===== config.mk =====
export PLATFORM = sky130hd
export DESIGN_NAME = load_store_unit
export DESIGN_NICKNAME = d
export VERILOG_FILES = /design/src/rtl/load_store_unit_pkg.sv /design/src/rtl/load_store_unit_load_align.sv /design/src/rtl/load_store_unit.sv
export SDC_FILE = /design/constraint.sdc
export NUM_CORES = 1
export LEC_CHECK = 0
export CORE_UTILIZATION = 42
export DETAILED_ROUTE_END_ITERATION = 10
export PLACE_DENSITY = 0.89
export SYNTH_ARGS = -nofsm -noshare
export SYNTH_HDL_FRONTEND = slang
export SYNTH_HIERARCHICAL = 1
export SYNTH_SLANG_ARGS = --single-unit
export TNS_END_PERCENT = 50

===== constraint.sdc =====
create_clock -name clk -period 1.9 [get_ports clk]
set_clock_uncertainty 0.1 [all_clocks]
set_input_delay 0.38 -clock clk [delete_from_list [all_inputs] [get_ports clk]]
set_output_delay 0.38 -clock clk [all_outputs]
set_load 0.005 [all_outputs]

===== src/rtl/load_store_unit_pkg.sv =====
// load_store_unit_pkg: funct3 codes, FSM states and byte-lane helpers shared by the LSU.
package load_store_unit_pkg;
    localparam logic [2:0] LSU_B  = 3'b000;
    localparam logic [2:0] LSU_H  = 3'b001;
    localparam logic [2:0] LSU_W  = 3'b010;
    localparam logic [2:0] LSU_BU = 3'b100;
    localparam logic [2:0] LSU_HU = 3'b101;

    typedef enum logic [1:0] {IDLE, ACCESS, LOAD_DATA} lsu_state_t;

    // Unknown size codes (including unsigned sizes on stores) take the trap path.
    function automatic logic access_ok(input logic store, input logic [2:0] f3, input logic [1:0] a);
        case (f3)
            LSU_B:   return 1'b1;
            LSU_H:   return !a[0];
            LSU_W:   return a == 2'b00;
            LSU_BU:  return !store;
            LSU_HU:  return !store && !a[0];
            default: return 1'b0;
        endcase
    endfunction

    function automatic logic [31:0] store_lanes(input logic [2:0] f3, input logic [31:0] d);
        return f3 == LSU_B ? {4{d[7:0]}} : f3 == LSU_H ? {2{d[15:0]}} : d;
    endfunction

    function automatic logic [3:0] store_mask(input logic [2:0] f3, input logic [1:0] a);
        return f3 == LSU_B ? 4'b0001 << a : f3 == LSU_H ? (a[1] ? 4'b1100 : 4'b0011) : 4'b1111;
    endfunction
endpackage


===== src/rtl/load_store_unit_load_align.sv =====
// load_align: selects the addressed byte/half of a read word and sign/zero-extends it.
module load_align
    import load_store_unit_pkg::*;
(
    input  logic [31:0] rdata,
    input  logic [1:0]  addr,
    input  logic [2:0]  funct3,
    output logic [31:0] result
);
    logic [31:0] sh;

    assign sh = rdata >> {addr, 3'b000};

    always_comb begin
        case (funct3)
            LSU_B:   result = {{24{sh[7]}}, sh[7:0]};
            LSU_H:   result = {{16{sh[15]}}, sh[15:0]};
            LSU_BU:  result = {24'b0, sh[7:0]};
            LSU_HU:  result = {16'b0, sh[15:0]};
            default: result = sh;
        endcase
    end
endmodule


===== src/rtl/load_store_unit.sv =====
// load_store_unit: memory stage driving a byte-masked synchronous RAM and producing
// a registered writeback packet; stalls while a memory access is outstanding.
module load_store_unit
    import load_store_unit_pkg::*;
#(
    parameter int WORD_SIZE  = 32,
    parameter int ADDR_WIDTH = 32
) (
    input  logic                  clk,
    input  logic                  reset,
    input  logic                  valid_in,
    output logic                  ready_in,
    input  logic                  is_load,
    input  logic                  is_store,
    input  logic [2:0]            funct3,
    input  logic [WORD_SIZE-1:0]  alu_out,
    input  logic [WORD_SIZE-1:0]  store_data,
    input  logic [4:0]            rd_in,
    output logic                  mem_req,
    output logic                  mem_we,
    output logic [ADDR_WIDTH-1:0] mem_addr,
    output logic [WORD_SIZE-1:0]  mem_wdata,
    output logic [3:0]            mem_wmask,
    input  logic                  mem_ready,
    input  logic [WORD_SIZE-1:0]  mem_rdata,
    output logic                  wb_valid,
    output logic                  wb_we,
    output logic [4:0]            wb_rd,
    output logic [WORD_SIZE-1:0]  wb_data,
    output logic                  misaligned
);
    lsu_state_t            state_q, state_d;
    logic                  mem_req_q, mem_req_d, mem_we_q, mem_we_d;
    logic [ADDR_WIDTH-1:0] mem_addr_q, mem_addr_d;
    logic [WORD_SIZE-1:0]  mem_wdata_q, mem_wdata_d, wb_data_q, wb_data_d;
    logic [3:0]            mem_wmask_q, mem_wmask_d;
    logic                  wb_valid_q, wb_valid_d, wb_we_q, wb_we_d, misaligned_q, misaligned_d;
    logic [4:0]            wb_rd_q, wb_rd_d;
    logic [2:0]            f3_q, f3_d;
    logic [1:0]            lo_q, lo_d;
    logic [31:0]           load_result;

    load_align u_align (
        .rdata  (mem_rdata),
        .addr   (lo_q),
        .funct3 (f3_q),
        .result (load_result)
    );

    always_comb begin
        state_d      = state_q;
        mem_req_d    = mem_req_q;
        mem_we_d     = mem_we_q;
        mem_addr_d   = mem_addr_q;
        mem_wdata_d  = mem_wdata_q;
        mem_wmask_d  = mem_wmask_q;
        wb_valid_d   = 1'b0;
        wb_we_d      = 1'b0;
        misaligned_d = 1'b0;
        wb_rd_d      = wb_rd_q;
        wb_data_d    = wb_data_q;
        f3_d         = f3_q;
        lo_d         = lo_q;
        case (state_q)
            IDLE: if (valid_in) begin
                wb_rd_d = rd_in;
                if (!is_load && !is_store) begin
                    wb_valid_d = 1'b1;
                    wb_we_d    = rd_in != 5'd0;
                    wb_data_d  = alu_out;
                end else if (!access_ok(is_store, funct3, alu_out[1:0])) begin
                    wb_valid_d   = 1'b1;
                    misaligned_d = 1'b1;
                end else begin
                    state_d     = ACCESS;
                    mem_req_d   = 1'b1;
                    mem_we_d    = is_store;
                    mem_addr_d  = {alu_out[ADDR_WIDTH-1:2], 2'b00};
                    mem_wdata_d = store_lanes(funct3, store_data);
                    mem_wmask_d = store_mask(funct3, alu_out[1:0]);
                    f3_d        = funct3;
                    lo_d        = alu_out[1:0];
                end
            end
            ACCESS: if (mem_ready) begin
                mem_req_d  = 1'b0;
                mem_we_d   = 1'b0;
                state_d    = mem_we_q ? IDLE : LOAD_DATA;
                wb_valid_d = mem_we_q;
            end
            LOAD_DATA: begin
                state_d    = IDLE;
                wb_valid_d = 1'b1;
                wb_we_d    = wb_rd_q != 5'd0;
                wb_data_d  = load_result;
            end
            default: state_d = IDLE;
        endcase
    end

    always_ff @(posedge clk) begin
        if (reset) begin
            state_q      <= IDLE;
            mem_req_q    <= 1'b0;
            mem_we_q     <= 1'b0;
            mem_addr_q   <= '0;
            mem_wdata_q  <= '0;
            mem_wmask_q  <= 4'b0;
            wb_valid_q   <= 1'b0;
            wb_we_q      <= 1'b0;
            misaligned_q <= 1'b0;
            wb_rd_q      <= 5'd0;
            wb_data_q    <= '0;
            f3_q         <= 3'd0;
            lo_q         <= 2'd0;
        end else begin
            state_q      <= state_d;
            mem_req_q    <= mem_req_d;
            mem_we_q     <= mem_we_d;
            mem_addr_q   <= mem_addr_d;
            mem_wdata_q  <= mem_wdata_d;
            mem_wmask_q  <= mem_wmask_d;
            wb_valid_q   <= wb_valid_d;
            wb_we_q      <= wb_we_d;
            misaligned_q <= misaligned_d;
            wb_rd_q      <= wb_rd_d;
            wb_data_q    <= wb_data_d;
            f3_q         <= f3_d;
            lo_q         <= lo_d;
        end
    end

    assign ready_in   = state_q == IDLE;
    assign mem_req    = mem_req_q;
    assign mem_we     = mem_we_q;
    assign mem_addr   = mem_addr_q;
    assign mem_wdata  = mem_wdata_q;
    assign mem_wmask  = mem_wmask_q;
    assign wb_valid   = wb_valid_q;
    assign wb_we      = wb_we_q;
    assign wb_rd      = wb_rd_q;
    assign wb_data    = wb_data_q;
    assign misaligned = misaligned_q;
endmodule


==> qor.txt <==
Remaining global-route overflow = 0
CP Max Fanout = 20
Antenna-violating nets left = 0
Starting Density = 0.434
DP HPWL = 13,100 um
Placed inst area = 8100 sq um
Root Driver = clkbuf_16
Number of top-level pins = 221
Site row count = 41
Setup CP Type = input port to flop
Port Buffers = 218
CTS tree = yes
Sequential area share after synthesis = 0.415
Max_cap viols = 0
Top cells by area, synth = dfxtp_1, mux2i_1, nand2_1
Wire length per cell = 17.9 um
PwrDens = 795 nW/um^2
CTS Sinks = 115
Final Hold Viols = 0
Routability cong. = 0.861
Relative slew margins = 0.659
CTS H-tree lvls = 4
Routed WL = 19,100 um
Avg Cell Area, Syn = 8.54 sq um
Die height = 117 um
Post-layout util = 0.690
CP max-delay cell = clkdlybuf4s50_1
Max Slew Vio Count = 0
CP required = 2.14 ns
Actual slew at the worst max-slew pin = 0.504 ns
Critical Path Sink Type = flop
Hold WC Path Type = input port to flop
Clock Latency Late Sink = 0.42 ns
Gate Count Post-Synth = 650
Final Power = 7010 uW
CP dominant cell by count = buf_4
Critical Path AT = 2.12 ns
DRT Pass-1 Iters = 5
Share of the synthesized area in the top cell type = 0.415
Fmax = 0.532 GHz
Synth Register Bits = 115
Core area = 12,800 sq um
Min Tclk post-route = 1.88 ns
Vias in the first global route = 5,464
Worst-path cell chain = clkdlybuf4s50_1, a221oi_4, buf_4, buf_4, o221ai_4, clkbuf_16, nand2_1, a21oi_1
Synth Cell Area = 5550 sq um
Max VDD drop = 0.000515 V
CTS Buf Count = 17
Crit-path max cell delay = 0.58 ns
Hold_buf cts = 0
Commonest non-fill, non-tap cell in the layout = clkdlybuf4s50_1
Layout Nets = 994
Period utilization = 0.990
Cell type with the largest total area after synthesis = dfxtp_1
Post-route DRC = 0
Setup TNS = 0 ns
Library cells used by synthesis = 40
Total number of vias = 5,812
Clock Tree Buf Depth = 2
Yosys warns = 6
Final-report setup violation count = 0
P&R area growth vs syn = 58.9%
All-Layer GR Usage = 0.269
LEAKAGE = 0.00316 uW
First-pass GRT wire length = 27,500 um
Most frequent cells in the layout = clkdlybuf4s50_1, nand2_1, dfxtp_1
Pin count of the biggest net entering global routing = 65
ANT cells = 0
Full die area = 13,700 sq um
DR vias/cell = 5.44
CTS clk-pin slew, worst paths = 0.05 ns
Share of layout cells above drive strength 1 = 0.133
Initial DRC count = 443
Post-route cell area = 8820 sq um
Initial antenna violation count = 0
Status = complete, no violations
Die W = 117 um
Startpoint types = input port
[final timing paths]
path | to | depth (start not counted) | from | slack, ns
hold reg to reg | mem_addr[24]$_SDFFE_PP0P_ | 2 | mem_addr[24]$_SDFFE_PP0P_ | 0.35
setup / recovery | mem_addr[10]$_SDFFE_PP0P_ | 8 | funct3[1] | 0.02
setup reg to reg | wb_data[25]$_SDFFE_PP0P_ | 8 | lo_q[0]$_SDFFE_PP0P_ | 0.08
hold / removal | wb_rd[4]$_SDFFE_PP0P_ | 2 | reset | 0.21
[what timing repair did]
item	CTS	global route
gates cloned	0	2
setup buffers	1	4
resized for setup	2	15
endpoints found under the hold margin	0	0
endpoints found under the setup margin	9	72
pin swaps	1	3
[sequential cells by signal, summed over array words and instances, names as in the netlist, 2 cells and up]
register and flops:
wb_rd 5, wb_data 32, mem_addr 30, lo_q 2, state_q 2, f3_q 3, mem_wdata 32, mem_wmask 4
[kinds of logic after synthesis]
logic type / count (synthesis) / synth area share
AND/OR/NAND/NOR: 236 / 0.179
AO/OA/AOI/OAI: 164 / 0.211
flip-flops: 115 / 0.415
multiplexers: 73 / 0.132
buffers and inverters: 61 / 0.0629
other: 1 / 0.000676
[per-layer routing]
layer,part of all wire,track usage,up-vias
li1,-,-,2740
met3,0.075,0.0834,58
met1,0.40,0.310,2719
met5,0,0,-
met4,0.036,0.146,0
met2,0.49,0.446,295
[critical path: cells and delay by family]
family                 cells  cell delay, ns
and+or+nand+nor            1            0.07
AOI/OAI and AO/OA          3            0.51
buffers and inverters      4            1.14
[power breakdown]
part           internal (uW)  switching, uW
logic                    696            563
clock network           2020           1120
registers               2530           73.2
total                   5250           1760
[synthesized netlist by cell type]
| cell type | count |
|---|---|
| inv_1 | 2 |
| o221a_1 | 1 |
| nand2b_1 | 3 |
| nor4_4 | 1 |
| or3b_2 | 1 |
| a221oi_4 | 1 |
| buf_6 | 9 |
| clkbuf_1 | 25 |
| o21ai_2 | 2 |
| buf_4 | 10 |
| nor2_1 | 80 |
| o21bai_1 | 1 |
| a311oi_1 | 1 |
| nor2b_1 | 10 |
| o211ai_2 | 1 |
| nand3_1 | 1 |
| nor3_2 | 1 |
| a311oi_2 | 11 |
| nand2b_4 | 1 |
| mux2i_1 | 73 |
| clkbuf_2 | 1 |
| a21oi_1 | 61 |
| nand2_1 | 128 |
| nor3b_1 | 1 |
| o21ai_0 | 18 |
| nor4_1 | 1 |
| dfxtp_1 | 115 |
| buf_1 | 3 |
| nor3_1 | 2 |
| a211oi_1 | 53 |
| or4_1 | 2 |
| nor4b_1 | 2 |
| nand3b_1 | 2 |
| conb_1 | 1 |
| a211oi_2 | 2 |
| o211ai_1 | 9 |
| a2111oi_0 | 1 |
| buf_2 | 11 |
| o221ai_2 | 1 |
| a21boi_2 | 1 |
[through the flow]
step	hold WS, ns	std cells	worst slack [ns]
5_1_grt	0.225	1069	-0.0346
2_1_floorplan	0.337	651	0.148
4_1_cts	0.206	1063	-0.0560
3_3_place_gp	0.341	1030	-0.373
6_report	0.213	1069	0.0190
3_5_place_dp	0.347	1030	-0.478
[area by class of cell]
cell class	instances	area [sq um]
Fill cell	914	3960
Multi-Input combinational cell	475	2960
Timing Repair Buffer	273	2750
Sequential cell	115	2300
Clock buffer	23	478
Tap cell	172	215
Clock inverter	9	104
Inverter	2	7.51
Power figures use the tool's default switching activity.
==> RTL change 1, RTL diff (config.mk and constraints unchanged) <==
Make the reset (`reset`) asynchronous in one clocked block.
--- a/src/rtl/load_store_unit.sv
+++ b/src/rtl/load_store_unit.sv
@@ -99,5 +99,5 @@
     end
 
-    always_ff @(posedge clk) begin
+    always_ff @(posedge clk or posedge reset) begin
         if (reset) begin
             state_q      <= IDLE;
Function: differs if reset is asserted again (counterexample within 4 cycles, from zero or initial values and one cycle with reset high); with reset held inactive, the same outputs for 4 cycles.
==> RTL change 1 against the original RTL <==
  * The flow now finishes with violations (negative setup slack)
  * Final cell count down 8.6%
  * Final area rose by 11%
  * Critical path depth did not move
  * Count of clock-buffer cells in the layout is 1 higher
  * Sequential share of layout area rose by 3.4 points
  * Global-route usage up 3.0 points
  * Die area increased by 4.3%
  * Area after synthesis rose by 4.3%
  * Sequential cell count stayed put
  * Core utilization increased by 4.0 points
  * Routed wire length rose by 9.1%
  * Setup slack got worse by 0.074 ns
Power is not compared: it rests on default switching activity, and its combinational part moved more than twofold at a synthesized area within 25%.
==> RTL change 1: results (changes against the original RTL) <==
stage,metric,value,unit,change
cts,clk_latency,0.42,ns,about the same
sta,setup_tns,-0.196,ns,was 0 ns
finish,drive_gt1_frac,0.247,,was 0.133
drt,wl_met3,1870,um,was 1440 um
worst_hold_path,min_path_type,input pin to asynchronous set/reset pin,,was input pin to flip-flop
critical_path,r2r_setup_slack,-0.04,ns,was 0.08 ns
synthesis,synthDistinctLibCells,38,,was 40
sta,finalSetupViolations,6,,was 0
critical_path,cp.arrival,2.19,ns,was 2.12 ns
cts,clkSlewWorstSetupHoldPaths,0.05,ns,about the same
global_routing,grt_max_degree,47,,was 65
global_routing,grt_pass1_vias,5682,,was 5464
critical_path,r2r_end,wb_data[21],,was wb_data[25]
synthesis,synthMuxAreaShare,0.281,,was 0.132
drt,wl_met1,7930,um,was 7610 um
synthesis,async_flop_share,1.00,,was 0
drt,wl_per_cell,21.3,um,was 17.9 um
finish,seqCellArea,2880,um^2,was 2300 um^2
global_routing,grt_pass1_wl,31800,um,was 27500 um
critical_path,critPathSlowestCell,clkdlybuf4s50_1,,unchanged
drt,wl_met2,10500,um,was 9340 um
sta,setup_ws,-0.0549,ns,was 0.0190 ns
placed_design,placed_area,8510,um^2,was 8100 um^2
outcome,status,finished with violations,,"was complete, no violations"
critical_path,path_max_fanout,4,,was 20
finish,final_nets,900,,was 994
outcome,failed_checks,negative setup slack,,
placed_design,gp_congestion,0.849,,was 0.861
drt,vias,5321,,was 5812
synthesis,synthTopCellsByArea,"dfrtp_1 (50%), mux2_1 (14%), mux2i_1 (10%)",,"was dfxtp_1 (41%), mux2i_1 (13%), nand2_1 (8.7%)"
sta,tightest_slew,0.500,ns,was 0.504 ns
placed_design,hpwl,13600,um,was 13100 um
synthesis,ys_seq_area_frac,0.497,,was 0.415
synthesis,synthTopCellsByCount,"dfrtp_1 (115), mux2_1 (71), mux2i_1 (59)",,"was nand2_1 (128), dfxtp_1 (115), nor2_1 (80)"
critical_path,cpPeakStageDelay,0.56,ns,was 0.58 ns
finish,fillCellCount,867,,was 914
placed_design,place_ws,-0.634,ns,was -0.478 ns
critical_path,timing.rr.start,lo_q[0],,unchanged
RTL change 1: how the worst max path moves through the flow:
stage | from | to | slack (ns)
after floorplan | funct3[2] | f3_q[0] | -0.08
after global placement | alu_out[0] | mem_addr[23] | -0.55
after detailed placement | alu_out[0] | mem_addr[23] | -0.63
after CTS | lo_q[0] | wb_data[29] | -0.03
after global routing | lo_q[0] | wb_data[21] | -0.11
final | mem_rdata[23] | wb_data[21] | -0.05
RTL change 1: kinds of logic after synthesis:
group,after synthesis
buffers and inverters,37
other,1
AND/OR/NAND/NOR,111
flip-flops,115
multiplexers,151
AO/OA/AOI/OAI,88
RTL change 1: timing repair:
action / in CTS / in global routing
setup endpoints to repair: 96 / 86
pin swaps: 7 / 7
resized for setup: 61 / 36
gates cloned: 8 / 2
buffers inserted: 12 / 6
RTL change 1: report_power, final:
part | leakage, nW | total [mW] | switching [mW] | internal, mW
clock | 0.269 | 2.93 | 1.06 | 1.87
combinational | 2.53 | 4.56 | 1.76 | 2.80
sequential | 1.38 | 3.78 | 0.550 | 3.23
total | 4.18 | 11.3 | 3.37 | 7.91
RTL change 1: metrics by stage:
stage,hold WS (ns),cells,total power [mW]
global route,0.193,977,11.8
CTS,0.159,969,11.0
finish,0.170,977,11.3
global placement,0.359,920,7.45
detailed placement,0.360,920,7.63
floorplan,0.359,504,5.17
RTL change 1: area by class of cell:
cell class | count | share of cell area
Sequential cell | 115 | 0.295
Clock buffer | 24 | 0.0494
Tap cell | 176 | 0.0226
Clock inverter | 6 | 0.00565
Inverter | 4 | 0.00192
Multi-Input combinational cell | 353 | 0.302
Timing Repair Buffer | 299 | 0.323
RTL change 1: metal layers:
metal | vias up | track usage
met5 | - | 0
met4 | 0 | 0.121
met3 | 50 | 0.0967
met2 | 306 | 0.515
met1 | 2604 | 0.340
li1 | 2361 | -
==> RTL change 2, RTL diff (config.mk and constraints unchanged) <==
Made on the original files. Re-encode `lsu_state_t` (3 states) as one-hot, 3 bits wide.
--- a/src/rtl/load_store_unit_pkg.sv
+++ b/src/rtl/load_store_unit_pkg.sv
@@ -7,5 +7,5 @@
     localparam logic [2:0] LSU_HU = 3'b101;
 
-    typedef enum logic [1:0] {IDLE, ACCESS, LOAD_DATA} lsu_state_t;
+    typedef enum logic [2:0] {IDLE = 3'b001, ACCESS = 3'b010, LOAD_DATA = 3'b100} lsu_state_t;
 
     // Unknown size codes (including unsigned sizes on stores) take the trap path.
Function: no difference found for any inputs over 4 cycles, from zero or initial values and one cycle with reset high; so few cycles prove little.
==> RTL change 2 against the original RTL <==
  * The run now ends with negative setup slack left
  * Highest routed layer unchanged
  * Sequential cell count up 1
  * Largest cell class unchanged
  * Core utilization down 0.71 points
  * Final area rose by 14%
  * Count of clock-buffer cells in the layout fell by 3
  * Setup slack worse by 0.10 ns
  * Synthesized cell count rose by 13%
  * Area after synthesis grew 16%
  * Routed wire length rose by 13%
  * Total power rose by 5.2%
==> RTL change 2: results (changes against the original RTL) <==
stage,metric,value,unit,change
outcome,status,finished with violations,,"was complete, no violations"
outcome,failed_checks,negative setup slack,,
placed_design,place_ws,-0.684,ns,was -0.478 ns
drt,dr.pass1.iters,5,,unchanged
finish,final_cells,1176,,was 1069
global_routing,grt_pass1_vias,6306,,was 5464
finish,drive_gt1_frac,0.156,,was 0.133
placed_design,hpwl,14900,um,was 13100 um
placed_design,gp_congestion,0.914,,was 0.861
global_routing,grt_pass1_wl,33300,um,was 27500 um
drt,wl_met3,1900,um,was 1440 um
drt,wl_met2,10500,um,was 9340 um
placed_design,placed_area,9170,um^2,was 8100 um^2
synthesis,ys_seq_area_frac,0.359,,was 0.415
power_and_ir_drop,p_leak,3.70,nW,was 3.16 nW
synthesis,synthTopCellsByCount,"mux2i_1 (118), dfxtp_1 (116), nand2b_1 (99)",,"was nand2_1 (128), dfxtp_1 (115), nor2_1 (80)"
critical_path,crit_family,simple AND/OR/NAND/NOR gates,,was buffers and inverters
drt,drt_iter0_markers,562,,was 443
synthesis,synthMuxAreaShare,0.214,,was 0.132
synthesis,synth_compound_area_frac,0.145,,was 0.211
drt,wl_per_cell,18.4,um,was 17.9 um
critical_path,cp.arrival,2.23,ns,was 2.12 ns
synthesis,synth_area_per_cell,8.79,um^2,was 8.54 um^2
sta,setup_tns,-0.450,ns,was 0 ns
global_routing,grt_util_all_layers,0.269,,about the same
finish,final_nets,1088,,was 994
critical_path,cpPeakStageDelay,0.37,ns,was 0.58 ns
critical_path,critPathSlowestCell,dfxtp_4,,was clkdlybuf4s50_1
sta,finalSetupViolations,14,,was 0
global_routing,antenna_found_initial,1,,was 0
synthesis,synthDistinctLibCells,43,,was 40
power_and_ir_drop,max-vdd-ir-drop,0.000601,V,was 0.000515 V
sta,setup_ws,-0.0834,ns,was 0.0190 ns
drt,wl_met1,8640,um,was 7610 um
synthesis,synthTopCellsByArea,"dfxtp_1 (36%), mux2i_1 (18%), nand2b_1 (9.6%)",,"was dfxtp_1 (41%), mux2i_1 (13%), nand2_1 (8.7%)"
critical_path,path_max_fanout,8,,was 20
## RTL change 2: cell types whose count changed after synthesis, sizes merged, moves of 11 or more
cell    delta
clkbuf    +14
nand2b    +96
mux2i     +45
a311oi    -11
a211oi    -32
mux2      +18
nand2     -90
nor2b     +23
or3       +33
o21ai     +39
nor2      -40
## RTL change 2: worst reg2reg max path: cells and delay by family, from the launching register on
kind,cells,cell delay (ns)
flip-flops,1,0.37
buffers and inverters,2,0.32
multiplexers,2,0.28
AND/OR/NAND/NOR,2,0.47
AO/OA/AOI/OAI,3,0.37
## RTL change 2: metal layers
metal,vias up,global-route usage
met4,0,0.120
met2,338,0.453
met1,3063,0.314
met5,-,0
met3,47,0.0790
li1,3047,-
## RTL change 2: power breakdown
| part | internal [mW] | switching [mW] | leakage [nW] | total [mW] |
|---|---|---|---|---|
| logic | 0.744 | 0.580 | 2.45 | 1.32 |
| registers | 2.53 | 0.0571 | 0.944 | 2.59 |
| clock network | 2.27 | 1.20 | 0.307 | 3.47 |
| total | 5.54 | 1.84 | 3.70 | 7.38 |
## RTL change 2: final cells by class
class	count	area [um^2]
multi-input combinational	551	3890
antenna	1	2.50
clock inverter	12	176
timing repair buffer	286	2970
tap	184	230
clock buffer	20	457
inverter	6	22.5
fill	1109	4670
sequential	116	2330
## RTL change 2: what timing repair did
| item | 4_1_cts | 5_1_grt |
|---|---|---|
| buffers inserted | 2 | 1 |
| resized for setup | 16 | 27 |
| endpoints found under the setup margin | 99 | 84 |
| pin swaps | 5 | 3 |
| cloned | 2 | 2 |
## RTL change 2: path summary, 6_finish.rpt
path / startpoint / end / slack, ns
worst max-delay path: lo_q[0] / wb_data[19] / -0.08
worst min-delay path: reset / wb_valid / 0.29
worst max register to register: lo_q[0] / wb_data[19] / -0.08
worst min register to register: mem_wmask[1] / mem_wmask[1] / 0.36
